**src/rtl/rotl_arb_pkg.sv**
```systemverilog
// Shared constants, types and helpers for the round-robin rotate-left arbiter.
package rotl_arb_pkg;

  localparam int unsigned DEF_N   = 4;
  localparam int unsigned DEF_REQ = 4;
  localparam int unsigned DEF_W   = 1 << DEF_N;
  localparam int unsigned DEF_IDW = $clog2(DEF_REQ);

  typedef logic [DEF_W-1:0]   word_t;
  typedef logic [DEF_N-1:0]   amt_t;
  typedef logic [DEF_IDW-1:0] id_t;

  // Next round-robin pointer; stays inside 0..req-1 for any requester count.
  function automatic int unsigned rr_next(input int unsigned ptr, input int unsigned req);
    return (ptr + 1 >= req) ? 0 : ptr + 1;
  endfunction

endpackage

```
**src/rtl/rotl_core.sv**
```systemverilog
// Combinational W-bit rotate-left built as a log2 network of fixed power-of-two rotates.
module rotl_core #(
  parameter int unsigned N = 4
) (
  input  logic [(1<<N)-1:0] word,
  input  logic [N-1:0]      amt,
  output logic [(1<<N)-1:0] rot
);

  localparam int unsigned W = 1 << N;

  logic [N:0][W-1:0] stage;

  assign stage[0] = word;

  // Stage s rotates by 2**s when amount bit s is set.
  for (genvar s = 0; s < N; s++) begin : g_stage
    localparam int unsigned SH = 1 << s;
    assign stage[s+1] = amt[s] ? ((stage[s] << SH) | (stage[s] >> (W - SH))) : stage[s];
  end

  assign rot = stage[N];

endmodule

```
**src/rtl/rotl_rr_arbiter.sv**
```systemverilog
// Round-robin arbiter sharing one rotate-left datapath among REQ requesters,
// with a single registered result slot (1-cycle latency, full throughput).
module rotl_rr_arbiter
  import rotl_arb_pkg::*;
#(
  parameter int unsigned N   = DEF_N,
  parameter int unsigned REQ = DEF_REQ,
  parameter int unsigned IDW = $clog2(REQ)
) (
  input  logic                       clk,
  input  logic                       rst_n,
  input  logic                       flush,
  input  logic [REQ-1:0]             req_valid,
  output logic [REQ-1:0]             req_ready,
  input  logic [REQ-1:0][(1<<N)-1:0] req_data,
  input  logic [REQ-1:0][N-1:0]      req_amt,
  output logic                       out_valid,
  input  logic                       out_ready,
  output logic [(1<<N)-1:0]          out_data,
  output logic [IDW-1:0]             out_id,
  output logic [IDW-1:0]             grant_ptr
);

  localparam int unsigned W = 1 << N;

  logic           accept;
  logic           win_found;
  logic [IDW-1:0] win_idx;
  logic [IDW-1:0] scan_idx;
  int unsigned    scan;
  logic [W-1:0]   win_data;
  logic [N-1:0]   win_amt;
  logic [W-1:0]   win_rot;
  logic           xfer;

  // The result slot can take a new word when empty or draining this cycle.
  assign accept = (!out_valid || out_ready) && !flush && rst_n;

  // Ascending scan from the priority pointer, wrapping REQ-1 -> 0.
  always_comb begin
    win_found = 1'b0;
    win_idx   = '0;
    scan      = 0;
    scan_idx  = '0;
    for (int unsigned i = 0; i < REQ; i++) begin
      scan = 32'(grant_ptr) + i;
      if (scan >= REQ) scan = scan - REQ;
      scan_idx = IDW'(scan);
      if (!win_found && req_valid[scan_idx]) begin
        win_found = 1'b1;
        win_idx   = scan_idx;
      end
    end
  end

  always_comb begin
    req_ready = '0;
    if (accept && win_found) req_ready[win_idx] = 1'b1;
  end

  assign xfer     = accept && win_found;
  assign win_data = req_data[win_idx];
  assign win_amt  = req_amt[win_idx];

  rotl_core #(.N(N)) u_core (
    .word (win_data),
    .amt  (win_amt),
    .rot  (win_rot)
  );

  // Result slot and pointer; flush overrides any grant or drain.
  always_ff @(posedge clk or negedge rst_n) begin
    if (!rst_n) begin
      out_valid <= 1'b0;
      out_data  <= '0;
      out_id    <= '0;
      grant_ptr <= '0;
    end else if (flush) begin
      out_valid <= 1'b0;
    end else if (xfer) begin
      out_valid <= 1'b1;
      out_data  <= win_rot;
      out_id    <= win_idx;
      grant_ptr <= IDW'(rr_next(32'(win_idx), REQ));
    end else if (out_valid && out_ready) begin
      out_valid <= 1'b0;
    end
  end

endmodule

```
**config.mk**
```make
export PLATFORM = sky130hd
export DESIGN_NAME = rotl_rr_arbiter
export DESIGN_NICKNAME = d
export VERILOG_FILES = /design/src/rtl/rotl_arb_pkg.sv /design/src/rtl/rotl_core.sv /design/src/rtl/rotl_rr_arbiter.sv
export SDC_FILE = /design/constraint.sdc
export NUM_CORES = 1
export LEC_CHECK = 0
export BUFFER_PORTS_ARGS = -buffer_cell sky130_fd_sc_hd__buf_2
export CAP_MARGIN = 20
export CORE_MARGIN = 1
export CORE_UTILIZATION = 52
export CTS_CLUSTER_DIAMETER = 120
export DETAILED_ROUTE_END_ITERATION = 16
export PLACE_DENSITY = 0.87
export SLEW_MARGIN = 10
export SYNTH_ARGS = -nofsm -noshare
export SYNTH_HDL_FRONTEND = slang
export SYNTH_SLANG_ARGS = --single-unit
```
**constraint.sdc**
```tcl
create_clock -name clk -period 5 [get_ports clk]
set_input_delay 1 -clock clk [delete_from_list [all_inputs] [get_ports clk]]
set_output_delay 1 -clock clk [all_outputs]
set_load 0.01 [all_outputs]
```
==> impl_metrics.py <==
metrics = {
    "cts": {
        "cts_tree": "yes",
        "post_cts_resized": 0,
        "cts-buffers-inserted": 3,
        "clockRootBuffer": "clkbuf_8",
        "cts_setup_buffers": 0,
        "path_clk_slew_ps": 70,
        "cts.sinks": 21,
        "clk_latency_ps": 260,
        "clk_path_buf_depth": 2,
        "holdBufCountCts": 0,
        "ctsHtreeMaxLevel": 1,
    },
    "yosys": {
        "ys_seq_area_frac": 0.207,
        "synthesis.area_sq_um": 2530,
        "synth_edf_count": 0,
        "syn_inst": 344,
        "synth_area_leaders": "dfrtp_1 (21%), nand3_1 (15%), o21ai_0 (7.5%)",
        "synth_seq_cells": 21,
        "yosys_warnings": 0,
        "syn_area_per_cell_sq_um": 7.37,
        "yosysMostFrequentCell": "nand3_1",
        "synth_top_area_frac": 0.207,
        "synth_fp_nets": 436,
        "async_flop_share": 1.00,
        "synth_cell_type_count": 45,
        "synth_common_cells": "nand3_1 (76), nand2_1 (46), o21ai_0 (38)",
        "synth_largest_area_cell": "dfrtp_1",
        "synthFlopType": "dfrtp_1",
    },
    "grt": {
        "grt_start_max_net_pins": 36,
        "grt_first_pass_wirelength_mm": 12.7,
        "antenna_found_initial": 0,
        "grt_overflow": 0,
        "grt_usage": 0.305,
        "grt_pass1_vias": 2763,
    },
    "worst_setup_path": {
        "cp_max_fo": 26,
        "crit_path_start_kind": "primary input",
        "critPathBufInv": 3,
        "critPathCaptureType": "register",
        "arrival_ps": 3960,
        "crit_type": "in2reg",
        "slowest_stage": "nor4_4",
        "cp_top_family": "simple AND/OR/NAND/NOR gates",
        "crit_required_ps": 5150,
        "path_cells": "buf_2, or2b_4, a21oi_1, a211oi_2, buf_4, inv_2, and3_1, nor4_4, a22o_1, a221oi_2, a221o_1",
        "max_stage_delay_ps": 800,
    },
    "final_layout": {
        "final_nets": 530,
        "fillers": 430,
        "diodes": 0,
        "drive_gt1_frac": 0.346,
        "final_area_sq_um": 3110,
        "multiInputGateArea_sq_um": 1850,
        "area_delta_synth_final_pct": 22.8,
        "regArea_sq_um": 526,
    },
    "timing": {
        "final-max-slew-violation-count": 0,
        "relSlewSlack": 0.421,
        "hold_viol_final": 0,
        "worstMarginPinSlew_ps": 862,
        "setup_viol": 0,
        "layout_setup_ws_ps": 1180,
        "finalCritPeriodShare": 0.763,
        "finalClockSkew_ps": 5.90,
        "max_freq_mhz": 262,
        "setup_tns_ps": 0,
        "final.min_clock_period_ps": 3820,
        "rsz0062_at_grt": "no",
    },
    "job": {
        "drv_cap": 0,
    },
    "power": {
        "p_leak_nw": 1.52,
        "powerDensity_nw_per_um2": 568,
        "peakVddDrop_uv": 209,
    },
    "placement": {
        "place_ws_ps": 965,
        "port-buffer-count": 112,
        "routabilityCongestion": 0.950,
        "hpwl_mm": 5.86,
        "placed_cell_area_sq_um": 3060,
    },
    "routing": {
        "vias_per_cell": 6.22,
        "routedWlPerCell_um": 15.4,
        "drt_iter0_markers": 202,
        "vias": 3053,
        "drt-total-wl_mm": 7.55,
        "drtAntennaViolNets": 0,
        "drt_first_pass_iters": 7,
        "drcViolationCount": 0,
    },
    "run_status": {
        "status": "finished clean",
    },
    "floorplanning": {
        "coreArea_sq_um": 4690,
        "die_h_um": 71.8,
        "die_w_um": 71.8,
        "num_io_pins": 113,
        "std_cell_rows": 25,
        "die_area_sq_um": 5160,
        "start_util": 0.540,
    },
    "min_path": {
        "hold_class": "reg2reg",
    },
}
==> metal layers <==
layer | part of all wire | wire [um] | global-route usage
met3 | 0.068 | 515 | 0.0450
met4 | 0.028 | 210 | 0.107
met1 | 0.43 | 3230 | 0.397
met5 | 0 | 0 | 0
met2 | 0.48 | 3600 | 0.514
==> registers in the layout, summed over array words and instances (netlist names) <==
register	cells
out_data	16
out_id	2
grant_ptr	2
out_valid	1
==> kinds of logic after synthesis <==
family | count (synthesis) | synth area share
compound gates | 100 | 0.296
mux | 16 | 0.0706
fa+ha+maj | 4 | 0.0198
flops | 21 | 0.207
simple gates | 168 | 0.343
buf+inv | 35 | 0.0637
==> layout make-up <==
| type | instances | share of cell area |
|---|---|---|
| Clock inverter | 1 | 0.00161 |
| Timing Repair Buffer | 117 | 0.192 |
| Clock buffer | 3 | 0.0133 |
| Tap cell | 54 | 0.0217 |
| Inverter | 7 | 0.00845 |
| Sequential cell | 21 | 0.169 |
| Multi-Input combinational cell | 288 | 0.594 |
==> through the flow <==
step | hold slack, ps | utilization | total power, W | instances
after floorplan | 516 | - | 0.00130 | 344
after global placement | 460 | 0.653 | 0.00159 | 487
after detailed placement | 465 | 0.653 | 0.00162 | 487
after CTS | 482 | 0.663 | 0.00174 | 491
after global routing | 509 | 0.663 | 0.00191 | 491
final | 479 | 0.663 | 0.00177 | 491
==> final timing paths <==
path | startpoint | end | slack, ps | cells past startpoint
setup / recovery | req_valid[0] | out_data[15]$_DFFE_PN0P_ | 1180 | 11
hold / removal | out_id[1]$_DFFE_PN0P_ | out_id[1]$_DFFE_PN0P_ | 480 | 2
setup reg to reg | grant_ptr[0]$_DFFE_PN0P_ | out_data[15]$_DFFE_PN0P_ | 1610 | 8
hold reg to reg | out_id[1]$_DFFE_PN0P_ | out_id[1]$_DFFE_PN0P_ | 480 | 2
max in group asynchronous | rst_n | grant_ptr[0]$_DFFE_PN0P_ | 3970 | 1
min in group asynchronous | rst_n | out_data[12]$_DFFE_PN0P_ | 690 | 1
==> cells in the final DEF (no fill, tap or decap), drive strengths merged, types with 9 or more instances in the layout <==
cell type | synthesis | final
buf | 18 | 117
nand3 | 78 | 78
nand2 | 48 | 48
o21ai | 38 | 38
a22oi | 25 | 25
dfrtp | 21 | 21
o221ai | 12 | 12
mux2 | 12 | 12
and2 | 11 | 11
nand4 | 9 | 9
==> power by group <==
part | switching (W) | internal (W) | leakage (nW)
registers | 0.0000484 | 0.000245 | 0.258
clock network | 0.0000571 | 0.0000555 | 0.0255
logic | 0.000846 | 0.000514 | 1.24
==> tightest hold or removal path, stage by stage, from the launching register on <==
cell	delay [ps]
dfrtp_1	340
nand2_1	40
o21ai_0	60
Power figures use the tool's default switching activity.
